<file path="src/rtl/rr_arbiter8_pkg.sv">
// rr_arbiter8 shared types and constants.
// Sizes, FSM state encoding and the default grant-hold limit.
package rr_arbiter8_pkg;

  localparam int ARB_N        = 8;
  localparam int ARB_IDX_W    = 3;
  localparam int ARB_HOLD_MAX = 16;

  typedef enum logic {
    IDLE  = 1'b0,
    GRANT = 1'b1
  } arb_state_t;

endpackage

</file>
<file path="src/rtl/rr_arbiter8_enc.sv">
// arb_onehot_enc: 8-bit one-hot to 3-bit index encoder.
// Ports: oh (one-hot or zero in), idx (binary index out, 0 when oh=0).
module arb_onehot_enc
  import rr_arbiter8_pkg::*;
(
  input  logic [ARB_N-1:0]     oh,
  output logic [ARB_IDX_W-1:0] idx
);

  always_comb begin
    idx = '0;
    unique case (1'b1)
      oh[0]:   idx = 3'd0;
      oh[1]:   idx = 3'd1;
      oh[2]:   idx = 3'd2;
      oh[3]:   idx = 3'd3;
      oh[4]:   idx = 3'd4;
      oh[5]:   idx = 3'd5;
      oh[6]:   idx = 3'd6;
      oh[7]:   idx = 3'd7;
      default: idx = '0;
    endcase
  end

endmodule

</file>
<file path="src/rtl/rr_arbiter8.sv">
// rr_arbiter8: 8-way locking round-robin arbiter with registered grant.
// Ports: clk, rst (sync, high), req[7:0], gnt[7:0], gnt_idx[2:0],
// gnt_valid, timeout (only with ARB_TIMEOUT_EN: grant revoke pulse).
module rr_arbiter8
  import rr_arbiter8_pkg::*;
#(
  parameter int N        = ARB_N,
  parameter int IDX_W    = ARB_IDX_W
`ifdef ARB_TIMEOUT_EN
  ,
  parameter int HOLD_MAX = ARB_HOLD_MAX
`endif
) (
  input  logic             clk,
  input  logic             rst,
  input  logic [N-1:0]     req,
  output logic [N-1:0]     gnt,
  output logic [IDX_W-1:0] gnt_idx,
  output logic             gnt_valid
`ifdef ARB_TIMEOUT_EN
  ,
  output logic             timeout
`endif
);

  arb_state_t state, state_nxt;

  logic [IDX_W-1:0] ptr, ptr_nxt;
  logic [IDX_W-1:0] srch;
  logic [IDX_W-1:0] k;
  logic [IDX_W-1:0] win_idx;
  logic [IDX_W-1:0] idx_nxt;
  logic [N-1:0]     win_oh;
  logic [N-1:0]     gnt_nxt;
  logic             valid_nxt;
  logic             found;
  logic             owner_req;
  logic             to_hit;
  logic             rel;

`ifdef ARB_TIMEOUT_EN
  localparam int CNT_W = $clog2(HOLD_MAX);
  logic [CNT_W-1:0] hold_cnt, hold_nxt;
  logic             to_nxt;
`endif

  assign owner_req = req[gnt_idx];

`ifdef ARB_TIMEOUT_EN
  assign to_hit = (state == GRANT) && owner_req &&
                  (hold_cnt == CNT_W'(HOLD_MAX - 1));
`else
  assign to_hit = 1'b0;
`endif

  // A revoked grant behaves exactly like a voluntary release.
  assign rel  = (state == GRANT) && (!owner_req || to_hit);

  // Search starts just past the outgoing owner on release.
  assign srch = rel ? gnt_idx + IDX_W'(1) : ptr;

  always_comb begin
    win_oh = '0;
    found  = 1'b0;
    k      = '0;
    for (int i = 0; i < N; i++) begin
      k = srch + IDX_W'(i);
      if (!found && req[k]) begin
        win_oh[k] = 1'b1;
        found     = 1'b1;
      end
    end
  end

  arb_onehot_enc u_enc (
    .oh  (win_oh),
    .idx (win_idx)
  );

  always_comb begin
    state_nxt = state;
    ptr_nxt   = ptr;
    gnt_nxt   = gnt;
    idx_nxt   = gnt_idx;
    valid_nxt = gnt_valid;
`ifdef ARB_TIMEOUT_EN
    hold_nxt  = hold_cnt;
    to_nxt    = 1'b0;
`endif
    unique case (state)
      IDLE: begin
        if (found) begin
          state_nxt = GRANT;
          gnt_nxt   = win_oh;
          idx_nxt   = win_idx;
          valid_nxt = 1'b1;
`ifdef ARB_TIMEOUT_EN
          hold_nxt  = '0;
`endif
        end
      end
      GRANT: begin
        if (rel) begin
          ptr_nxt = srch;
`ifdef ARB_TIMEOUT_EN
          to_nxt  = to_hit;
`endif
          if (found) begin
            gnt_nxt   = win_oh;
            idx_nxt   = win_idx;
`ifdef ARB_TIMEOUT_EN
            hold_nxt  = '0;
`endif
          end else begin
            state_nxt = IDLE;
            gnt_nxt   = '0;
            valid_nxt = 1'b0;
          end
        end else begin
`ifdef ARB_TIMEOUT_EN
          hold_nxt = hold_cnt + CNT_W'(1);
`endif
        end
      end
      default: begin
        state_nxt = IDLE;
        ptr_nxt   = '0;
        gnt_nxt   = '0;
        idx_nxt   = '0;
        valid_nxt = 1'b0;
      end
    endcase
  end

  always_ff @(posedge clk) begin
    if (rst) begin
      state     <= IDLE;
      ptr       <= '0;
      gnt       <= '0;
      gnt_idx   <= '0;
      gnt_valid <= 1'b0;
`ifdef ARB_TIMEOUT_EN
      hold_cnt  <= '0;
      timeout   <= 1'b0;
`endif
    end else begin
      state     <= state_nxt;
      ptr       <= ptr_nxt;
      gnt       <= gnt_nxt;
      gnt_idx   <= idx_nxt;
      gnt_valid <= valid_nxt;
`ifdef ARB_TIMEOUT_EN
      hold_cnt  <= hold_nxt;
      timeout   <= to_nxt;
`endif
    end
  end

endmodule

</file>
<file path="config.mk">
export PLATFORM = sky130hd
export DESIGN_NAME = rr_arbiter8
export DESIGN_NICKNAME = d
export VERILOG_FILES = /design/src/rtl/rr_arbiter8_pkg.sv /design/src/rtl/rr_arbiter8_enc.sv /design/src/rtl/rr_arbiter8.sv
export SDC_FILE = /design/constraint.sdc
export NUM_CORES = 1
export LEC_CHECK = 0
export CORE_MARGIN = 2
export CORE_UTILIZATION = 25
export CTS_CLUSTER_DIAMETER = 60
export CTS_CLUSTER_SIZE = 8
export DETAILED_ROUTE_END_ITERATION = 6
export SLEW_MARGIN = 20
export SYNTH_ARGS = -nofsm -noshare
export SYNTH_HDL_FRONTEND = slang
export SYNTH_SLANG_ARGS = --single-unit
export TNS_END_PERCENT = 50
</file>
<file path="constraint.sdc">
create_clock -name clk -period 8.5 [get_ports clk]
set_input_delay 0.85 -clock clk [delete_from_list [all_inputs] [get_ports clk]]
set_output_delay 0.85 -clock clk [all_outputs]
set_load 0.005 [all_outputs]
</file>
Word-level counts from Yosys, hierarchy flattened:

Index checks and enable logic that the tools add are counted.

* word-level logic and storage cells: 134
* input bits: 10
* output and inout port bits: 12
* bits in registers: 16

* add/subtract/negate cells: 8
* eq/ne operators: 3
* bitwise logic cells: 8
* muxes and demuxes: 66
* reductions and logical operators: 27
* $lt $le $gt $ge: 17

Operators with widths (number)
* two-way mux 8 bit: 11
* bitwise OR 8 bit: 7
* < comparator 3 x 4 -> 1 bit, second input constant: 9
* two-way mux 1 bit: 30
* binary-select mux 1 bit (select 3 bit): 9
* demux 1 bit (select 3 bit): 8
* greater-or-equal comparator 3 x 1 -> 1 bit, second input constant: 8
* one-hot mux 3 bit (7 select lines): 1
* logical AND 1 bit: 16
* one-hot mux 8 bit (2 select lines): 1
* adder 3 bit, second input constant: 4
* two-way mux 3 bit: 3
* zero test 1 bit: 8
* adder 3 x 1 -> 3 bit, second input constant: 2
* adder 3 x 2 -> 3 bit, second input constant: 2
* one-hot mux 3 bit (2 select lines): 1
* inequality test 2 bit, second input constant: 2
* one-hot mux 1 bit (2 select lines): 2
* AND reduction 2 bit: 2
* AND reduction 3 bit: 1
* inequality test 2 x 1 -> 1 bit, second input constant: 1
* NOT 1 bit: 1

Longest topological paths before layout:

Gate-level depths: netlist of the first run.

* depth after elaboration: 33
* depth in mapped cells: 18

Hierarchy:

Synthesis of the first run repeated with hierarchy kept, for this count alone.

* cell total of the unflattened synthesis: 290
* area, all modules: 2290.9 µm²

By module, submodules not included
* rr_arbiter8: cells an instance 287, seq. area each 320.3 µm², area each 2268.4 µm², times used 1
* arb_onehot_enc: cells an instance 3, seq. area each 0.0 µm², area each 22.5 µm², times used 1

Worst setup path after synthesis of the first run:

Ideal clock, no wire load.

* path kind: input port to flip-flop
* start point: in req[6]
* end point: reg gnt_idx[0]
* path slack: 3713 ps
* required time: 8412 ps
* data arrival time: 4699 ps
* buffers on the path: 3
* stages on the path: 16
* library setup time: 88 ps
* cells stage by stage: mux2_4 a2bb2oi_2 a21oi_4 a21o_2 buf_2 buf_2 buf_1 ha_1 xnor2_4 mux4_2 a211oi_4 nand3_2 or4_4 a21oi_2 nor3_1 a311oi_2

* longest elaborated chain between the ends: 33
* elaborated cells on any way between the ends: 110

RTL lines
* from (decl): RTL line rr_arbiter8.sv:16 `input logic [N-1:0] req,`
* branches (longest 33 deep; another with < comparator 3 x 4 -> 1 bit)
* to (signal assigned): RTL line rr_arbiter8.sv:150 `gnt_idx <= idx_nxt;`
* to (decl): RTL line rr_arbiter8.sv:18 `output logic [IDX_W-1:0] gnt_idx,`

Several ways; the timed one is not identified. The select of a mux whose other input is x is not followed.
A chain may end at the register's enable or synchronous reset.

Worst setup path in the final report of the first run:

* start point: in req[3]
* end point: reg gnt_idx[1]

The elaborated chain is that of the path after synthesis.

==> impl_metrics.tcl, run 1 <==
set metrics [dict create \
    detail_route.wl_per_cell_um 17.2 \
    grt_max_degree 35 \
    synth_top_family_by_area "compound AO/OA/AOI/OAI gates" \
    rrSetupSlack_ps 3190 \
    first_pass_iters 6 \
    grt_pass1_wl_um 11100 \
    core_um2 8220 \
    synth_top_area_cell "dfxtp_1" \
    crit_family "compound AO/OA/AOI/OAI gates" \
    cts_tree "yes" \
    worst_slew_pin_slew_ps 880 \
    gp_congestion 1.01 \
    post_cts_buffers 0 \
    yosys_most_used_dff "dfxtp_1" \
    synth_edf_count 0 \
    async_flop_share 0 \
    status "finished clean" \
    ys_top_cells_by_area "dfxtp_1 (15%), mux4_2 (6.4%), a211oi_1 (4.6%), nor2_1 (4.4%), ha_1 (4.1%)" \
    syn_nets 285 \
    num_vias 2279 \
    fp.dieW_um 96.1 \
    cp.required_ps 8610 \
    synth_compound_area_frac 0.332 \
    min_from "gnt[1]$_SDFFE_PP0P_" \
    timing.hold.ws_ps 452 \
    io_buffers 21 \
    n_antenna_cell 0 \
    hold_viol_final 0 \
    setup_ws_ps 2630 \
    ant_nets 0 \
    rsz0062_at_grt "false" \
    start_util 0.258 \
    fp.dieArea_um2 9240 \
    start_kind "input port" \
    whs_endpoint "gnt[1]$_SDFFE_PP0P_" \
    crit_chain "clkdlybuf4s50_1 > mux2i_1 > a22oi_2 > a21bo_2 > mux2i_2 > buf_4 > inv_2 > ha_1 > xnor2_2 > mux4_2 > and3_1 > and3_1 > a21oi_1 > nand3_1 > nor4_1 > nor3_1" \
    cts_resized 0 \
    routed_wl_um 6590 \
    clock_sinks 16 \
    ys_seq_elements 16 \
    path_clk_slew_ps 60 \
    synth_top_area_share 0.151 \
    place_hpwl_um 5130 \
    max_freq_mhz 170 \
    end_kind "flop" \
    nets 295 \
    synth_area_um2 2120 \
    r2r_start "gnt_idx[0]$_SDFFE_PP0P_" \
    synth_cell_types 70 \
    crit_arrival_ps 5980 \
    viasPerCell 5.97 \
    fin_crit_sh 0.691 \
    yosys.area_share.simple 0.235 \
    worstSkewPairLatency_ps 250 \
    synth_area_per_cell_um2 7.92 \
    die_h_um 96.1 \
    crit_top_cell "and3_1" \
    rows 33 \
    synthToLayoutAreaGrowth_pct 15.2 \
    critical_path_class "input port to flop" \
    fin_crit_ps 5870 \
    antenna_found_initial 0 \
    maxCapViolations 0 \
    finalClockSkew_ps 0.806 \
    ff2ff_path_depth 15 \
    n_fill_cell 884 \
    drc 0 \
    cts_made_buffers 3 \
    slowest_delay_ps 670 \
    yosys.area_share.adder 0.0413 \
    synthTopCellsByCount "nor2_1 (25), nand2_1 (18), a21oi_1 (17), dfxtp_1 (16), nand3_1 (14)" \
    io_pins 22 \
    h-tree-depth 1 \
    clockBufferDepth 2 \
    min_path_cells 2 \
    min_path_type "flop to flop" \
    grt_overflow 0 \
    ys_seq_area_frac 0.151 \
    synth-xor-area-share 0.0413 \
    max_slew_margin 0.396 \
    cp_max_fo 17 \
    netlist_instances 268 \
    yosysMostFrequentCell "nor2_1" \
    first_iter_violations 258 \
    synth_mux_area_frac 0.133 \
    cts_root_buf "clkbuf_8" \
    ys_warn_count 0 \
    cts_hold_buf 0 \
    worst-path-buf-inv 3 \
    drive_above_1_share 0.119 \
    grt_usage 0.150 \
    post-place-ws_ps 2400 \
    r2r_end "gnt_idx[1]$_SDFFE_PP0P_" \
    grt_pass1_vias 2184 \
    slew_violations 0 \
    tns_ps 0 \
    slowest_stage "mux4_2" \
    setup_viol_count_final 0 \
]
[worst reg2reg max path, delay by kind of cell (launching register included)]
kind / cells / cell delay (ps)
compound gates: 3 / 1200
xor+xnor: 1 / 400
fa+ha+maj: 1 / 330
buf+inv: 2 / 410
flops: 1 / 610
mux: 3 / 1170
simple gates: 5 / 1050
[area by class of cell]
cell class	instances	area [um^2]	area share
inverters	12	57.6	0.0236
repair buffers	22	218	0.0891
clock buffers	4	55.1	0.0225
multi-input cells	223	1660	0.680
flip-flops and latches	16	320	0.131
well taps	105	131	0.0538
[flip-flops by register name, summed over array words and instances (netlist names)]
| name | count |
|---|---|
| gnt_idx | 3 |
| ptr | 3 |
| gnt_valid | 1 |
| gnt | 8 |
| state | 1 |
[per-stage QoR]
| stage | cells | area [um^2] | util |
|---|---|---|---|
| global placement | 378 | 2390 | 0.291 |
| detailed placement | 378 | 2390 | 0.291 |
| CTS | 382 | 2440 | 0.297 |
| floorplan | 268 | 2120 | - |
| global route | 382 | 2440 | 0.297 |
| finish | 382 | 2440 | 0.297 |
[routing by layer]
metal,global-route usage,vias to the layer above,routed length [um]
li1,-,1055,-
met1,0.196,1069,2790
met4,0.0548,0,228
met2,0.252,127,3100
met5,0,-,0
met3,0.0157,28,468
[worst max path at each step]
stage          startpoint                       to  slack, ps  depth (start not counted)
6_report           req[3]  gnt_idx[1]$_SDFFE_PP0P_       2630                         16
5_1_grt            req[3]  gnt_idx[1]$_SDFFE_PP0P_       2200                         16
4_1_cts            req[1]  gnt_idx[0]$_SDFFE_PP0P_       2650                         16
3_5_place_dp       req[1]  gnt_idx[0]$_SDFFE_PP0P_       2400                         16
3_3_place_gp       req[1]  gnt_idx[0]$_SDFFE_PP0P_       2470                         16
2_1_floorplan      req[6]  gnt_idx[0]$_SDFFE_PP0P_       3710                         16
[kinds of logic (layout without fill, tap and decap cells)]
family | Yosys count | in the layout
simple gates | 99 | 99
compound gates | 91 | 91
buf+inv | 29 | 38
mux | 19 | 19
flops | 16 | 16
fa+ha+maj | 7 | 7
xor+xnor | 7 | 7
[cell usage in the layout, fill, tap and decap left out, types with 6 or more instances in the layout]
| master | count |
|---|---|
| a211oi_1 | 13 |
| mux4_2 | 6 |
| nor2_1 | 25 |
| a21o_1 | 9 |
| inv_1 | 9 |
| dfxtp_1 | 16 |
| ha_1 | 7 |
| nand2_1 | 18 |
| nor3_1 | 10 |
| nand3_1 | 14 |
| mux2i_1 | 7 |
| a21oi_1 | 17 |
| o21ai_0 | 6 |
| and3_1 | 6 |
| clkdlybuf4s50_1 | 21 |
Power of run 1 is not shown: default switching activity piles up to over one toggle a cycle in this logic, so the estimate is an artifact.
==> inputs of run 2 (changes only) <==
==> constraint.sdc (replaced) <==
create_clock -name clk -period 6.1 [get_ports clk]
set_input_delay 0.61 -clock clk [delete_from_list [all_inputs] [get_ports clk]]
set_output_delay 0.61 -clock clk [all_outputs]
set_load 0.005 [all_outputs]
==> run 2 against run 1 <==
Setup slack worse by 1700 ps. Clock skew up 1.4 ps. Via count up 1.6%.
==> impl_metrics.tcl, run 2 (synthesized netlist as in run 1, its figures left out) <==
set metrics [dict create \
    status "finished clean" \
    n_antenna_cell 0 \
    crit_arrival_ps 5290 \
    end_kind "flop" \
    setup_viol_count_final 0 \
    post_cts_buffers 0 \
    viasPerCell 5.98 \
    worst_slew_pin_slew_ps 996 \
    cts_resized 0 \
    crit_chain "clkdlybuf4s50_1 > mux2i_1 > a2bb2oi_2 > a21bo_2 > a21o_2 > ha_1 > xnor2_4 > mux4_2 > a211oi_4 > nand3_1 > o2111ai_1 > o32a_1 > nor2_1 > a311oi_1" \
    clock_sinks 16 \
    cts_tree "yes" \
    drive_above_1_share 0.135 \
    worstSkewPairLatency_ps 250 \
    ant_nets 0 \
    cts_hold_buf 0 \
    hold_viol_final 0 \
    dpl_cell_area_um2 2430 \
    cp_max_fo 22 \
    max_freq_mhz 195 \
    io_pins 22 \
    fp.dieW_um 96.1 \
    fp.dieArea_um2 9240 \
    grt_pass1_vias 2126 \
    crit_family "compound AO/OA/AOI/OAI gates" \
    antenna_found_initial 0 \
    first_iter_violations 438 \
    largestRegisters "gnt: 8 flops, gnt_idx: 3 flops, ptr: 3 flops" \
    nets 300 \
    io_buffers 21 \
    min_path_type "flop to flop" \
    tns_ps 0 \
    timing.hold.ws_ps 453 \
    slowest_stage "clkdlybuf4s50_1" \
    maxCapViolations 0 \
    grt_max_degree 23 \
    path_clk_slew_ps 70 \
    cts_made_buffers 3 \
    rsz0062_at_grt "false" \
    design_area_um2 2480 \
    max_slew_margin 0.330 \
    finalClockSkew_ps 2.25 \
    layout_commonest_cell "nor2_1" \
    largest_reg_flops 8 \
    die_h_um 96.1 \
    cp.required_ps 6260 \
    gp_congestion 0.964 \
    slew_violations 0 \
    n_fill_cell 873 \
    grt_pass1_wl_um 11100 \
    num_vias 2315 \
    synthToLayoutAreaGrowth_pct 16.9 \
    cts_root_buf "clkbuf_8" \
    drc 0 \
    h-tree-depth 1 \
    grt_overflow 0 \
    regMostFlops "gnt" \
    critical_path_class "input port to flop" \
    rows 33 \
    first_pass_iters 5 \
    core_um2 8220 \
    detail_route.wl_per_cell_um 17.7 \
    slowest_delay_ps 620 \
    start_util 0.258 \
    fin_crit_sh 0.842 \
    grt_usage 0.153 \
    place_hpwl_um 5290 \
    start_kind "input port" \
    layout_common_cells "nor2_1 (25), clkdlybuf4s50_1 (21), nand2_1 (18)" \
    clockBufferDepth 2 \
    routed_wl_um 6860 \
    fin_crit_ps 5130 \
    worst-path-buf-inv 1 \
    rrSetupSlack_ps 1210 \
]
==> run 2: cell type report <==
type / instances / area [um^2] / area share
clock buffer: 4 / 55.1 / 0.0222
inverter: 12 / 57.6 / 0.0232
multi-input combinational: 223 / 1660 / 0.670
sequential: 16 / 320 / 0.129
tap: 105 / 131 / 0.0530
timing repair buffer: 27 / 255 / 0.103
==> run 2: worst paths after layout <==
path / from / to / cells after the start
worst min register to register: gnt[4]$_SDFFE_PP0P_ / gnt[4]$_SDFFE_PP0P_ / 2
worst max register to register: gnt_idx[0]$_SDFFE_PP0P_ / gnt_idx[2]$_SDFFE_PP0P_ / 13
worst max-delay path: req[1] / gnt_idx[2]$_SDFFE_PP0P_ / 14
worst min-delay path: gnt[4]$_SDFFE_PP0P_ / gnt[4]$_SDFFE_PP0P_ / 2
==> run 2: per-stage QoR <==
step | instances | util | setup WS, ps
5_1_grt | 387 | 0.302 | 707
4_1_cts | 387 | 0.302 | 1010
6_report | 387 | 0.302 | 966
2_1_floorplan | 268 | - | 1550
3_3_place_gp | 383 | 0.295 | 879
3_5_place_dp | 383 | 0.295 | 748
==> run 2: per-layer routing <==
metal	global-route usage	vias to the layer above	share of wire
met5	0	-	0
met4	0.0738	0	0.050
met3	0.0243	43	0.087
met2	0.252	140	0.46
met1	0.193	1065	0.41
li1	-	1067	-
==> run 2: worst reg2reg max path: stages, from the launching register on <==
cell,delay [ps]
dfxtp_1,620
mux2_4,350
a2bb2oi_2,180
a21bo_2,310
a21o_2,380
ha_1,330
xnor2_4,330
mux4_2,630
a211oi_4,460
nand3_1,330
o2111ai_1,310
o32a_1,260
nor2_1,70
a311oi_1,240
Power of run 2 is left out for the same reason.
==> inputs of run 3 (changes only) <==
==> constraint.sdc (replaced) <==
create_clock -name clk -period 5.4 [get_ports clk]
set_input_delay 0.54 -clock clk [delete_from_list [all_inputs] [get_ports clk]]
set_output_delay 0.54 -clock clk [all_outputs]
set_load 0.005 [all_outputs]
==> run 3 against run 2 <==
Die area did not move. Count of clock-buffer cells in the layout decreased by 1. Critical path type unchanged. First-iteration DRC count is 40% lower. Wire length rose by 5.7%. Final cell count is 2.3% higher. Non-clock buffer count rose by 10. Core utilization is 0.75 points higher. Register-to-register slack lost 380 ps. Sequential cell count unchanged.
==> impl_metrics.tcl, run 3 (synthesized netlist as in run 1, its figures left out) <==
set metrics [dict create \
    start_kind "input port" \
    fin_crit_sh 0.918 \
    seq_area_um2 320 \
    cts_hold_buf 0 \
    layout_commonest_cell "nor2_1" \
    max_freq_mhz 202 \
    fin_crit_ps 4960 \
    clockBufferDepth 2 \
    min_path_type "flop to flop" \
    worst_slew_pin_slew_ps 964 \
    first_pass_iters 5 \
    crit_arrival_ps 5100 \
    multi_input_area_um2 1660 \
    drc 0 \
    grt_max_degree 21 \
    timing.hold.ws_ps 452 \
    setup_viol_count_final 0 \
    detail_route.wl_per_cell_um 18.3 \
    first_iter_violations 261 \
    cts_resized 0 \
    num_vias 2309 \
    slew_violations 0 \
    antenna_found_initial 0 \
    regMostFlops "gnt" \
    core_um2 8220 \
    worstSetupStartpoint "req[3]" \
    routed_wl_um 7250 \
    rrSetupSlack_ps 830 \
    min_from "gnt[1]$_SDFFE_PP0P_" \
    cp.required_ps 5540 \
    n_fill_cell 876 \
    start_util 0.258 \
    cts_tree "yes" \
    io_pins 22 \
    design_area_um2 2540 \
    path_clk_slew_ps 60 \
    place_hpwl_um 5610 \
    hold_viol_final 0 \
    gp_congestion 0.980 \
    critical_path_class "input port to flop" \
    worstSkewPairLatency_ps 240 \
    rsz0062_at_grt "false" \
    cts_root_buf "clkbuf_8" \
    max_slew_margin 0.351 \
    viasPerCell 5.83 \
    end_kind "flop" \
    r2r_start "gnt_idx[0]$_SDFFE_PP0P_" \
    maxCapViolations 0 \
    tns_ps 0 \
    dpl_cell_area_um2 2500 \
    status "finished clean" \
    n_antenna_cell 0 \
    grt_overflow 0 \
    cp_max_fo 12 \
    layout_common_cells "nor2_1 (25), clkdlybuf4s50_1 (21), nand2_1 (18)" \
    fp.dieArea_um2 9240 \
    post_cts_buffers 0 \
    fp.dieW_um 96.1 \
    h-tree-depth 1 \
    finalClockSkew_ps 2.57 \
    largest_reg_flops 8 \
    io_buffers 21 \
    ant_nets 0 \
    grt_pass1_wl_um 11600 \
    rows 33 \
    grt_usage 0.159 \
    clock_sinks 16 \
    drive_above_1_share 0.162 \
    nets 310 \
    largestRegisters "gnt: 8 flops, gnt_idx: 3 flops, ptr: 3 flops" \
    die_h_um 96.1 \
    grt_pass1_vias 2163 \
    cts_made_buffers 3 \
    synthToLayoutAreaGrowth_pct 19.8 \
]
==> run 3: cell types whose count changed in the layout (fill, tap and decap cells not counted), sizes merged <==
cell	delta
clkbuf	-1
buf	+10
==> run 3: worst max-delay path: stages <==
cell	delay [ps]
clkdlybuf4s50_1	590
mux2i_1	130
a22oi_2	280
a21bo_2	360
mux2i_2	310
inv_2	60
ha_1	290
xnor2_4	330
mux4_2	620
a211oi_4	380
nand3_2	200
or4_4	480
a21oi_2	190
nor3_1	70
a311oi_2	260
==> run 3: worst paths after layout <==
check	to	cells after the start
setup / recovery	gnt_idx[0]$_SDFFE_PP0P_	15
hold / removal	gnt[1]$_SDFFE_PP0P_	2
setup reg to reg	gnt_idx[0]$_SDFFE_PP0P_	14
hold reg to reg	gnt[1]$_SDFFE_PP0P_	2
==> run 3: final cells by class <==
type                    instances  share of cell area
inverters                      12              0.0226
well taps                     105              0.0517
repair buffers                 37               0.130
multi-input cells             223               0.654
clock buffers                   3              0.0162
flip-flops and latches         16               0.126
==> run 3: metrics by stage <==
| step | util | setup slack (ps) | std cells |
|---|---|---|---|
| 4_1_cts | 0.309 | 483 | 396 |
| 5_1_grt | 0.309 | 213 | 396 |
| 2_1_floorplan | - | 909 | 268 |
| 3_5_place_dp | 0.304 | 235 | 393 |
| 6_report | 0.309 | 443 | 396 |
| 3_3_place_gp | 0.304 | 254 | 393 |
==> run 3: layer usage <==
layer / track usage / wire length, um / vias up
li1: - / - / 1091
met1: 0.216 / 3200 / 1072
met2: 0.271 / 3470 / 130
met3: 0.00940 / 455 / 16
met4: 0.0452 / 116 / 0
met5: 0 / 0 / -
Power of run 3 is left out for the same reason.
